## config.mk

```make
export PLATFORM = sky130hd
export DESIGN_NAME = pnc_stmc_addr_packer
export DESIGN_NICKNAME = d
export VERILOG_FILES = /design/src/rtl/pnc_stmc_addr_packer.sv
export SDC_FILE = /design/constraint.sdc
export NUM_CORES = 1
export LEC_CHECK = 0
export CAP_MARGIN = 20
export CORE_AREA = 2 2 91 84
export CTS_BUF_LIST = sky130_fd_sc_hd__clkbuf_8
export CTS_CLUSTER_SIZE = 12
export DETAILED_ROUTE_END_ITERATION = 8
export DIE_AREA = 0 0 93 86
export PLACE_DENSITY_LB_ADDON = 0.1
export SKIP_LAST_GASP = 1
export SLEW_MARGIN = 20
export SYNTH_ARGS = -nofsm -noshare
export SYNTH_HDL_FRONTEND = slang
export SYNTH_SLANG_ARGS = --single-unit
```

## constraint.sdc

```tcl
create_clock -name clk -period 2.8 [get_ports clk]
set_clock_uncertainty 0.2 [all_clocks]
set_input_delay 0.56 -clock clk [delete_from_list [all_inputs] [get_ports clk]]
set_output_delay 0.56 -clock clk [all_outputs]
set_load 0.01 [all_outputs]
```

## src/rtl/pnc_stmc_addr_packer.sv

```systemverilog
// Transmit-side packer for 16-bit STMC address words: pairs local spikes, emits rich-club/parameter words singly.
// Optional macro PNC_PACK_NULL_WORD_EN: a flush serviced in EMPTY emits a 16'h0000 end-of-timestep marker.
module pnc_stmc_addr_packer #(
  parameter int HOLD_MAX = 16,
  parameter int CNT_W    = 5
) (
  input  logic        clk,
  input  logic        rst,
  input  logic        iParamValid,
  input  logic [14:0] iParam,
  output logic        oParamReady,
  input  logic        iSpkValid,
  input  logic        iSpkRich,
  input  logic [13:0] iSpkData,
  output logic        oSpkReady,
  input  logic        iFlush,
  output logic        oAddrValid,
  output logic [15:0] oAddr,
  input  logic        iAddrReady,
  output logic [7:0]  oDropCnt
);

  // Valid/ready: a transfer happens on a clock edge where valid and ready are both high;
  // the output word is held stable while oAddrValid is high and iAddrReady is low.
  typedef enum logic [1:0] {S_EMPTY = 2'd0, S_HALF = 2'd1, S_DEFER = 2'd2} state_t;

  state_t           r_state;
  state_t           w_state_nxt;
  logic             r_addr_valid;
  logic [15:0]      r_addr;
  logic [15:0]      r_defer;
  logic [6:0]       r_pend;
  logic [CNT_W-1:0] r_cnt;
  logic             r_flush_req;
  logic [7:0]       r_drop_cnt;

  logic        w_slot_free;
  logic        w_in_ready;
  logic        w_param_acc;
  logic        w_spk_acc;
  logic        w_rich_acc;
  logic        w_null_acc;
  logic        w_local_nz_acc;
  logic        w_any_acc;
  logic        w_flush;
  logic        w_timeout;
  logic        w_hold_done;
  logic [6:0]  w_spk_addr;
  logic [15:0] w_single;

  logic        w_emit;
  logic [15:0] w_word;
  logic        w_load_defer;
  logic [15:0] w_defer_word;
  logic        w_load_pend;
  logic        w_flush_nxt;

  assign w_slot_free    = !r_addr_valid | iAddrReady;
  assign w_in_ready     = w_slot_free & (r_state != S_DEFER);
  assign oParamReady    = w_in_ready;
  assign oSpkReady      = w_in_ready & !iParamValid;
  assign w_param_acc    = iParamValid & w_in_ready;
  assign w_spk_acc      = iSpkValid & w_in_ready & !iParamValid;
  assign w_spk_addr     = iSpkData[6:0];
  assign w_rich_acc     = w_spk_acc & iSpkRich;
  assign w_null_acc     = w_spk_acc & !iSpkRich & (w_spk_addr == 7'd0);
  assign w_local_nz_acc = w_spk_acc & !iSpkRich & (w_spk_addr != 7'd0);
  assign w_any_acc      = w_param_acc | w_spk_acc;
  assign w_flush        = r_flush_req | iFlush;
  assign w_timeout      = (HOLD_MAX != 0) && (r_cnt == CNT_W'(HOLD_MAX - 1));
  // A lone pending address leaves only when nothing was accepted this cycle.
  assign w_hold_done    = (w_flush | w_timeout) & w_slot_free & !w_any_acc;
  assign w_single       = {9'b0, r_pend};

  always_ff @(posedge clk) begin
    if (rst) r_state <= S_EMPTY;
    else     r_state <= w_state_nxt;
  end

  always_comb begin
    w_state_nxt = r_state;
    case (r_state)
      S_EMPTY: if (w_local_nz_acc & !w_flush) w_state_nxt = S_HALF;
      S_HALF: begin
        if (w_param_acc | w_rich_acc)           w_state_nxt = S_DEFER;
        else if (w_local_nz_acc | w_hold_done)  w_state_nxt = S_EMPTY;
      end
      S_DEFER: if (w_slot_free) w_state_nxt = S_EMPTY;
      default: w_state_nxt = S_EMPTY;
    endcase
  end

  always_comb begin
    w_emit       = 1'b0;
    w_word       = 16'h0000;
    w_load_defer = 1'b0;
    w_defer_word = 16'h0000;
    w_load_pend  = 1'b0;
    w_flush_nxt  = w_flush;
    case (r_state)
      S_EMPTY: begin
`ifndef PNC_PACK_NULL_WORD_EN
        w_flush_nxt = 1'b0;
`endif
        if (w_param_acc) begin
          w_emit = 1'b1;
          w_word = {1'b1, iParam};
        end else if (w_rich_acc) begin
          w_emit = 1'b1;
          w_word = {2'b01, iSpkData};
        end else if (w_local_nz_acc & w_flush) begin
          w_emit      = 1'b1;
          w_word      = {9'b0, w_spk_addr};
          w_flush_nxt = 1'b0;
        end else if (w_local_nz_acc) begin
          w_load_pend = 1'b1;
        end
`ifdef PNC_PACK_NULL_WORD_EN
        else if (w_flush & w_slot_free & !w_any_acc) begin
          w_emit      = 1'b1;
          w_word      = 16'h0000;
          w_flush_nxt = 1'b0;
        end
`endif
      end
      S_HALF: begin
        if (w_param_acc | w_rich_acc) begin
          w_emit       = 1'b1;
          w_word       = w_single;
          w_load_defer = 1'b1;
          w_defer_word = w_param_acc ? {1'b1, iParam} : {2'b01, iSpkData};
        end else if (w_local_nz_acc) begin
          w_emit = 1'b1;
          w_word = {2'b00, w_spk_addr, r_pend};
`ifndef PNC_PACK_NULL_WORD_EN
          w_flush_nxt = 1'b0;
`endif
        end else if (w_hold_done) begin
          w_emit      = 1'b1;
          w_word      = w_single;
          w_flush_nxt = 1'b0;
        end
      end
      S_DEFER: begin
        if (w_slot_free) begin
          w_emit = 1'b1;
          w_word = r_defer;
        end
      end
      default: ;
    endcase
  end

  always_ff @(posedge clk) begin
    if (rst) begin
      r_addr_valid <= 1'b0;
      r_addr       <= 16'h0000;
      r_defer      <= 16'h0000;
      r_pend       <= 7'd0;
      r_cnt        <= '0;
      r_flush_req  <= 1'b0;
      r_drop_cnt   <= 8'd0;
    end else begin
      if (w_emit) begin
        r_addr_valid <= 1'b1;
        r_addr       <= w_word;
      end else if (iAddrReady) begin
        r_addr_valid <= 1'b0;
      end
      if (w_load_defer) r_defer <= w_defer_word;
      if (w_load_pend)  r_pend  <= w_spk_addr;
      if (w_load_pend)
        r_cnt <= '0;
      else if (r_state == S_HALF && r_cnt != CNT_W'(HOLD_MAX - 1))
        r_cnt <= r_cnt + 1'b1;
      r_flush_req <= w_flush_nxt;
      if (w_null_acc && r_drop_cnt != 8'hFF) r_drop_cnt <= r_drop_cnt + 8'd1;
    end
  end

  assign oAddrValid = r_addr_valid;
  assign oAddr      = r_addr;
  assign oDropCnt   = r_drop_cnt;

endmodule

```

# == Yosys cells after proc, flatten, opt, wreduce, memory -nomap -nowiden ==
# Cells that the tools add are included.
# word_totals
regBits,56
in_bits,36
output_inout_bits,27
word_cells,88
# op_classes
addsub,2
eq_ne,9
n_mux,37
bitwise_logic,19
n_reduce_logical,13
# ops
operator,n
two-way mux 16 bit,5
one-hot mux 16 bit (3 select lines),1
two-way mux 14 bit,2
two-way mux 1 bit,19
two-way mux 15 bit,1
two-way mux 7 bit,2
AND 1 bit,13
adder 8 x 1 -> 8 bit (second input constant),1
two-way mux 2 bit,4
!= test 8 bit (second input constant),1
zero test 7 bit,1
nonzero test 7 bit,1
!= test 2 bit (second input constant),3
bitwise OR 1 bit,6
one-hot mux 2 bit (3 select lines),1
adder 5 x 1 -> 5 bit (second input constant),1
equality test 5 x 4 -> 1 bit (second input constant),1
zero test 1 bit,5
!= test 5 x 4 -> 1 bit (second input constant),1
!= test 3 bit (second input constant),1
one-hot mux 1 bit (3 select lines),1
AND reduction 3 bit,1
equality test 2 x 1 -> 1 bit (second input constant),1
equality test 2 bit (second input constant),1
other kinds (5),6

# == Longest topological paths before layout ==
# Gate-level depths: netlist of the first run.
# depth
ltp_word,13
ltp_mapped,9
depth_no_buf,8

# == Least setup slack after synthesis of the first run ==
# OpenSTA, ideal clock, no wires.
# synth_timing
kind,input to register
startpoint,input port iSpkData[6]
endpoint,register r_drop_cnt[5] (netlist: oDropCnt[5])
setup_time_ns,0.070
arrival_time_ns,2.553
t_required_ns,2.530
slack_ns,-0.024
cell_stages,6
path_cell_list,or4_4 or3_1 buf_2 or4_4 or3_1 a21oi_1
# synth_between
elab_chain_cells,3
# synth_lines
item,line_no,rtl
from (decl),14,"input logic [13:0] iSpkData,"
zero test 7 bit,66,assign w_null_acc = w_spk_acc & !iSpkRich & (w_spk_addr == 7'd0);
AND 1 bit,66,
logical AND 1 bit,177,if (w_null_acc && r_drop_cnt != 8'hFF) r_drop_cnt <= r_drop_cnt + 8'd1;
to (signal assigned),177,
to (decl),35,logic [7:0] r_drop_cnt;
# Every way passes these cells.
# A chain may end at the register's enable or synchronous reset.

# == Worst setup path in the final report of the first run ==
# layout_timing
startpoint,input port iSpkData[5]
endpoint,register r_drop_cnt[5] (netlist: oDropCnt[5])
# The elaborated chain is that of the path after synthesis.

==> results of run 1 <==
==> cells in the mapped netlist, types with 2 or more instances <==
cell type,n,share of area
sky130_fd_sc_hd__a32o_1,2,0.0073
sky130_fd_sc_hd__dfxtp_1,56,0.41
sky130_fd_sc_hd__a311oi_1,21,0.067
sky130_fd_sc_hd__buf_1,2,0.0027
sky130_fd_sc_hd__ha_1,3,0.014
sky130_fd_sc_hd__nor2_1,35,0.048
sky130_fd_sc_hd__nand2_1,43,0.059
sky130_fd_sc_hd__nor4_1,10,0.023
sky130_fd_sc_hd__a21oi_1,23,0.042
sky130_fd_sc_hd__o211ai_1,2,0.0055
sky130_fd_sc_hd__clkbuf_1,23,0.031
sky130_fd_sc_hd__nand4_1,12,0.027
sky130_fd_sc_hd__nand2b_1,7,0.016
sky130_fd_sc_hd__or4_4,2,0.0082
sky130_fd_sc_hd__or3_1,5,0.011
sky130_fd_sc_hd__o21ai_0,4,0.0073
sky130_fd_sc_hd__inv_1,4,0.0055
sky130_fd_sc_hd__a22oi_1,2,0.0055
sky130_fd_sc_hd__a222oi_1,12,0.044
sky130_fd_sc_hd__a22o_1,7,0.022
sky130_fd_sc_hd__nand3_1,20,0.036
sky130_fd_sc_hd__and4_1,2,0.0064
sky130_fd_sc_hd__nor2b_1,4,0.0091
sky130_fd_sc_hd__xnor2_1,4,0.013
sky130_fd_sc_hd__a31oi_1,2,0.0045
sky130_fd_sc_hd__a211oi_1,3,0.0082
sky130_fd_sc_hd__nor3_1,10,0.018
sky130_fd_sc_hd__xor2_1,3,0.0095
sky130_fd_sc_hd__and3_1,2,0.0045
==> worst min-delay path, stage by stage (launching register included) <==
cell and delay, ns:
sky130_fd_sc_hd__dfxtp_1 0.32, sky130_fd_sc_hd__nand2b_1 0.06, sky130_fd_sc_hd__a21oi_1 0.05
==> placed cells by master, fill, tap and decap left out, types with 4 or more instances in the layout <==
| cell | instances |
|---|---|
| sky130_fd_sc_hd__nor4_1 | 10 |
| sky130_fd_sc_hd__a311oi_1 | 21 |
| sky130_fd_sc_hd__a22o_1 | 7 |
| sky130_fd_sc_hd__a21oi_1 | 22 |
| sky130_fd_sc_hd__a222oi_1 | 12 |
| sky130_fd_sc_hd__nand2_1 | 43 |
| sky130_fd_sc_hd__nand3_1 | 20 |
| sky130_fd_sc_hd__nor2_1 | 35 |
| sky130_fd_sc_hd__nand4_1 | 12 |
| sky130_fd_sc_hd__xnor2_1 | 4 |
| sky130_fd_sc_hd__buf_4 | 58 |
| sky130_fd_sc_hd__nand2b_1 | 7 |
| sky130_fd_sc_hd__nor3_1 | 9 |
| sky130_fd_sc_hd__clkbuf_8 | 5 |
| sky130_fd_sc_hd__inv_1 | 4 |
| sky130_fd_sc_hd__dlygate4sd2_1 | 5 |
| sky130_fd_sc_hd__dfxtp_1 | 56 |
| sky130_fd_sc_hd__clkdlybuf4s50_1 | 56 |
==> final timing paths <==
check | startpoint | end | slack [ns] | cells past startpoint
setup reg to reg | r_cnt[0]$_SDFFE_PP0P_ | oAddr[4]$_SDFFE_PP0P_ | 0.41 | 9
hold reg to reg | r_defer[15]$_SDFFE_PP0P_ | r_defer[15]$_SDFFE_PP0P_ | 0.27 | 2
setup / recovery | iSpkData[5] | oDropCnt[5]$_SDFFE_PP0P_ | 0.05 | 6
hold / removal | r_defer[15]$_SDFFE_PP0P_ | r_defer[15]$_SDFFE_PP0P_ | 0.27 | 2
==> flip-flops by register name (all words and copies together) (netlist names) <==
name / flops
r_pend: 7
r_defer: 16
oAddrValid: 1
r_cnt: 5
oAddr: 16
oDropCnt: 8
r_state: 2
r_flush_req: 1
==> final cells by class <==
class,instances,area (µm²),area share
clock inverter,3,21.27,0.005373
inverter,4,15.01,0.003793
sequential,56,1121,0.2832
tap,93,116.4,0.02939
timing repair buffer,122,1070,0.2702
clock buffer,5,68.82,0.01738
multi-input combinational,252,1546,0.3906
==> metal layers <==
metal | GRT usage | up-vias | share of wire
li1 | - | 1486 | -
met1 | 0.3116 | 1388 | 0.48
met2 | 0.3426 | 127 | 0.44
met3 | 0.03691 | 11 | 0.069
met4 | 0.06016 | 0 | 0.011
met5 | 0 | - | 0
==> power breakdown <==
part	internal (µW)	total (µW)	switching, µW
combinational	194	371	178
clock	179	471	292
sequential	827	844	16.7
==> repair_timing <==
action / in CTS / in global routing
gates resized for setup: 9 / 4
setup buffers: 0 / 1
endpoints found under the setup margin: 13 / 10
pin swaps: 4 / 2
==> per-stage QoR <==
stage | setup TNS, ns | util | instance area (µm²) | setup slack (ns)
4_1_cts | 0 | 0.5650 | 3936 | 0.02371
3_5_place_dp | -9.459 | 0.5510 | 3839 | -0.4890
3_3_place_gp | -8.902 | 0.5510 | 3839 | -0.4331
6_report | 0 | 0.5682 | 3959 | 0.05436
2_1_floorplan | -0.001744 | - | 2759 | -0.0009126
5_1_grt | 0 | 0.5682 | 3959 | 0.005922
==> kinds of logic after synthesis <==
group / count (synthesis)
buffers and inverters: 30
adders and majority gates: 3
AOI/OAI and AO/OA: 85
and+or+nand+nor: 155
xor gates and xnor gates: 7
muxes: 2
DFF: 56
==> summary by stage, run 1 <==
Setup path
The arrival time reported for the critical path endpoint is 2.80 ns. In this design, the stage delay of the slowest critical-path cell is 0.56 ns. Counting stages on the worst path, the most repeated cell is sky130_fd_sc_hd__or3_4. The launching element type of the critical path is a primary input. The worst path required time is 2.85 ns. The critical path goes through clkdlybuf4s50_1 -> or3_4 -> or3_4 -> or4_4 -> or3_4 -> a21oi_2. Of all nets on the critical path, the largest fanout is 4. The critical path in this run is classified as in2reg.

The worst path buffer plus inverter count is 1. The worst setup path is captured at a flip-flop. Among all stages on the critical path, the largest delay is contributed by sky130_fd_sc_hd__or4_4. The cell type group with the largest total delay on the critical path is simple AND/OR/NAND/NOR gates.

Die
The floorplan core area is 0.006967 mm². The width of the chip is 93 µm. In this run the vertical extent of the chip is 86 µm. For this configuration, the core starts out at a cell density of 0.3951. 63 I/O pins were placed. The die area is 0.007998 mm². The number of core rows is 29.

GRT
The total overflow left after global routing is 0. The number of global-route vias before repair is 2830. The initial antenna violation count is 0. The maximum number of pins on one net before global-route repair is 32. The total routing resource utilization after global routing is 0.2186. The first global-routing pass estimated 13920 µm of wire.

Synthesis
For this run, the number of Yosys warnings is 0. Of the total synthesized cell area, the portion taken by XOR and XNOR cells is 0.02227. The arithmetic-cell share of the synthesized area counting full adders, half adders and majority gates is 0.01364. After synthesis, the largest family of logic cells by area is simple AND/OR/NAND/NOR gates.

Of the synthesized area, sequential elements account for 0.4073. Counting every instance in the synthesized netlist gives 338. After synthesis the netlist holds a flip-flop and latch count of 56. In the synthesized netlist the async set-or-reset flop fraction comes to 0. The area of the mapped netlist is 0.002753 mm². The simple-gate area share of the yosys netlist is 0.2745. The mean post-synth cell area is 8.144 µm². The number of nets in the synthesized netlist is 377.

The multiplexer share of the synthesized area is 0.007727. The number of flops mapped to enable cells by yosys is 0. The number of distinct library cell variants in the gate-level netlist after synthesis is 42.

The fraction of the mapped netlist area in compound gates is 0.2332. The most common flop cell mapped by yosys is sky130_fd_sc_hd__dfxtp_1.

Timing
The tightest hold path in the finished design has a slack of 0.2743 ns. The max-slew violation count was 0. The number of endpoints with negative hold slack in the final report was 0. Timing would allow up to 364.2 MHz.

The worst path in the final design needs a cycle of 2.746 ns, including I/O delays and setup. Setup violations remaining at the end of the flow were counted as 0. In the finished design, the share of the clock period the worst path needs comes to 0.9806. In this run the tightest slew margin relative to its limit is 0.3808. The measured slew at the worst slew-check pin is 0.9254 ns. Setup repair after global routing left no endpoint under its margin.

Clocking
CTS built an H-tree with a depth of 2. The TritonCTS clock tree is done. The hold-fix buffer count after cts is 0. The later pin in the worst-skew pair is clocked with a latency of 0.33 ns. The clock tree root driver cell is sky130_fd_sc_hd__clkbuf_8. The longest clock path from root to sink contains 2 buffers.

After clock tree synthesis, the clock-pin slew on the worst setup and hold paths is 0.10 ns. The number of buffers created by CTS is 5. CTS saw 56 sinks.

Finish
The final layout net count is 480. Of the cells placed in the final design, the portion with a size suffix greater than 1 is 0.1833. The count of filler cells inserted in the layout is 673. For this run, the number of standard cells in the final layout without fillers is 535. 0 antenna diodes ended up in the layout. Compared with the post-synthesis result, the final layout area differs by 43.82%.

Drt
The first detailed-routing pass took 6 iterations. The post-route antenna net violation count is 0. The initial detailed-routing violation count is 290.

In the routed design, unresolved DRC markers number 0. Detailed routing inserted a total of 3012 vias. The routed wire length per instance is 16.39 µm. Dividing the detail-routed via count by the number of cells gives 5.630. The overall routed net length is 8768 µm.

Flow run
Across the run, the number of max-cap violations was 0.

Outcome
The run finished with clean final reports.

Pwr
IR analysis of the VDD net gives a maximum drop of 0.3488 mV. For this design the static power due to leakage is 0.001433 µW. The power density over the cells is 425.8 mW/mm². Power comes to 1686 µW.

Placed design
Including well taps, the total number of placed cells is 525. The placed wire-length estimate after detailed placement is 6539 µm. Buffers placed on the I/O ports in this run total 62.

At the end of routability-driven placement, the weighted congestion stood at 0.8846.

Min path
The min-delay analysis places its worst path in the category reg2reg.
Power figures use the tool's default switching activity.
==> inputs of run 2 (changes only) <==
--- a/config.mk
+++ b/config.mk
@@ -17,3 +17,4 @@
 export SYNTH_ARGS = -nofsm -noshare
 export SYNTH_HDL_FRONTEND = slang
 export SYNTH_SLANG_ARGS = --single-unit
+export TNS_END_PERCENT = 30
==> run 2 against run 1 <==
Clock power down 1%. Critical path depth unchanged. First-iteration DRC count down 22%. Routed wire length up 0.29%. Sequential power about the same. Maximum frequency down 1.9%. Worst hold slack worse by 0.012 ns. Non-clock buffer count up 1. Worst setup slack worse by 0.053 ns. Combinational power about the same. Global-route usage up 0.92 points. Critical endpoint is now oDropCnt[7]$_SDFFE_PP0P_. Highest routed layer unchanged.
==> summary by stage, run 2 (synthesis results as in run 1) <==
Clocking
The hold-fix buffer count after cts was 0 (unchanged). The maximum level of the CTS H-tree is 2 (unchanged). Clock tree synthesis selected as its root buffer the cell sky130_fd_sc_hd__clkbuf_8. The number of sinks handled by clock tree synthesis was 56 (unchanged).

The insertion delay to the later sink of the worst-skew pair is 0.31 ns (-0.02 ns). The clock-pin transition on the worst setup and hold timing paths was 0.10 ns (about the same). The TritonCTS clock tree is done. The number of buffers on the longest clock path came to 2 (unchanged).

The number of buffers created by CTS was 5 (unchanged).

Setup path
The number of cells traversed by the worst register-to-register path is 7 (-2). The biggest fanout along the worst timing path is 5 (+1). The worst path required time is 2.85 ns (about the same).

The worst setup path is captured at a flip-flop. The kind of critical path is in2reg. The arrival time reported for the critical path endpoint is 2.84 ns (+0.04 ns).

The worst setup path is launched from a primary input.

Finish
The library cells used most frequently in the layout, excluding fill and tap cells, are sky130_fd_sc_hd__buf_4 (60), sky130_fd_sc_hd__clkdlybuf4s50_1 (57), sky130_fd_sc_hd__dfxtp_1 (56), sky130_fd_sc_hd__nand2_1 (43), sky130_fd_sc_hd__nor2_1 (35). The count of filler cells inserted in the layout is 669 (-0.59%). The number of antenna repair diodes is 0 (unchanged). The relative area change from synthesis to final layout is 43.86% (about the same). The area of all placed cells without fillers is 0.003960 mm² (about the same). The final layout net count was 481 (+0.21%). Leaving out fill and tap cells, the most frequent cell in the layout is sky130_fd_sc_hd__buf_4.

The fraction of final layout cells with drive strength greater than 1 is 0.1765 (-0.006787).

Drt
The DRC violation count after routing came to 0 (unchanged). The count of TritonRoute iterations in the first routing pass is 7 (+1). The post-route antenna net violation count is 0 (unchanged).

The initial detailed-routing violation count came to 225 (-22%). The total number of vias came to 3009 (-0.10%). The overall routed net length came to 8793 µm (+0.29%). The routed wire length per instance came to 16.44 µm (+0.29%).

The ratio of routed vias to standard cells came to 5.624 (about the same).

Flow run
The number of max-cap violations came to 0 (unchanged).

Pwr
The switching power share of the total is 0.2733 (-0.01509). The internal power consumption is 1221 µW (+1.8%). The static power due to leakage is 0.001436 µW (+0.22%). The worst vdd rail ir drop is 0.2157 mV (-38%). The power share of the combinational group is 0.221 (about the same). The net switching power is 459.2 µW (-5.5%). The clock network fraction of design power came to 0.276 (-0.003).

The power density over the cells is 424.3 mW/mm² (-0.36%). The fraction of power consumed by sequential logic came to 0.503 (+0.002).

Timing
The measured slew at the worst slew-check pin is 1.025 ns (+0.09940 ns). The max-slew violation count was 0 (unchanged). The achievable frequency is 357.3 MHz (-1.9%). The normalized max-slew margin is 0.3105 (-0.07029). The number of endpoints with negative hold slack in the final report was 0 (unchanged). Setup repair after global routing could not meet its margin everywhere. The setup slack of the critical path after layout is 0.001290 ns (-0.05307 ns). The accumulated negative setup slack is 0 ns (unchanged).

The post-route worst hold slack came to 0.2621 ns (-0.01218 ns). The ratio of final minimum period to clock period was 0.9995 (+0.01895). The minimum clock period is 2.799 ns (+0.05307 ns). The setup violation total in the final timing report is 0 (unchanged).

GRT
The number of global-route vias before repair is 2892 (+2.2%). The initial antenna violation count is 0 (unchanged). The global-route congestion overflow total came to 0 (unchanged). The wire length of the first global-routing pass is 14580 µm (+4.7%). The total routing resource utilization after global routing came to 0.2278 (+0.009171). The maximum number of pins on one net before global-route repair is 32 (unchanged).

Placed design
The number of port buffers came to 62 (unchanged). The instance area after placement is 0.003861 mm² (+0.59%). The worst setup timing slack at the placement stage was -0.4439 ns (+0.04517 ns).

The placed wire-length estimate after detailed placement is 6592 µm (+0.81%). The final RePlAce weighted congestion came to 0.9119 (+3.1%).

Die
The vertical die dimension is 86 µm (unchanged). The floorplan core area was 0.006967 mm² (unchanged). The width of the chip is 93 µm (unchanged).

The die area was 0.007998 mm² (unchanged). The top-level port count is 63 (unchanged). The number of core rows came to 29 (unchanged).

The effective utilization at floorplan is 0.3951 (unchanged).

Min path
In this run the worst hold path is classified as reg2reg. The number of stages on the worst hold path is 2 (unchanged).

Outcome
The run finished with clean final reports.
-- run 2: cell types whose count changed in the layout (fill, tap and decap cells not counted), sizes merged --
cell,before,now
buf,60,62
clkdlybuf4s50,56,57
clkinvlp,1,0
dlygate4sd2,5,4
inv,5,4
-- run 2: stage by stage --
stage / utilization / power, µW / cells
floorplan: - / 1017 / 338
global placement: 0.5542 / 1229 / 528
detailed placement: 0.5542 / 1231 / 528
CTS: 0.5673 / 1693 / 535
global route: 0.5684 / 1766 / 535
finish: 0.5684 / 1680 / 535
-- run 2: path summary, 6_finish.rpt --
check / from / end / slack [ns]
min reg2reg: r_pend[1]$_SDFFE_PP0P_ / r_pend[1]$_SDFFE_PP0P_ / 0.26
max reg2reg: r_state[1]$_SDFFE_PP0P_ / oAddr[12]$_SDFFE_PP0P_ / 0.41
max: iSpkData[5] / oDropCnt[7]$_SDFFE_PP0P_ / 0.001
min: r_pend[1]$_SDFFE_PP0P_ / r_pend[1]$_SDFFE_PP0P_ / 0.26
-- run 2: layout make-up --
| cell class | instances | area, µm² | share of cell area |
|---|---|---|---|
| timing repair buffer | 123 | 1081 | 0.2730 |
| clock inverter | 1 | 8.758 | 0.002212 |
| tap | 93 | 116.4 | 0.02938 |
| multi-input combinational | 252 | 1535 | 0.3877 |
| inverter | 4 | 15.01 | 0.003791 |
| sequential | 56 | 1121 | 0.2831 |
| clock buffer | 6 | 82.58 | 0.02085 |
-- run 2: power by group through the flow --
stage	Combinational, µW	Clock [µW]	Sequential (µW)
global route	403	514	849
floorplan	145	0	871
detailed placement	368	0	863
finish	372	464	845
global placement	367	0	863
CTS	369	479	845
-- run 2: worst max-delay path, cell delays in order --
cell                              delay [ns]
sky130_fd_sc_hd__clkdlybuf4s50_1        0.44
sky130_fd_sc_hd__or3_1                  0.45
sky130_fd_sc_hd__or3_4                  0.36
sky130_fd_sc_hd__or4_4                  0.56
sky130_fd_sc_hd__or3_1                  0.36
sky130_fd_sc_hd__a21oi_1                0.11
-- run 2: what timing repair did --
item | CTS | global route
endpoints found under the setup margin | 19 | 4
resized for setup | 5 | 2
pin swaps | 6 | 0
cloned | 0 | 0
setup buffers | 0 | 0
-- run 2: metal layers --
layer  global-route usage  up-vias  share of wire
li1                     -     1489              -
met1               0.3389     1418           0.49
met2               0.3472       96           0.44
met3              0.03427        6          0.058
met4              0.05348        0          0.011
met5                    0        -              0
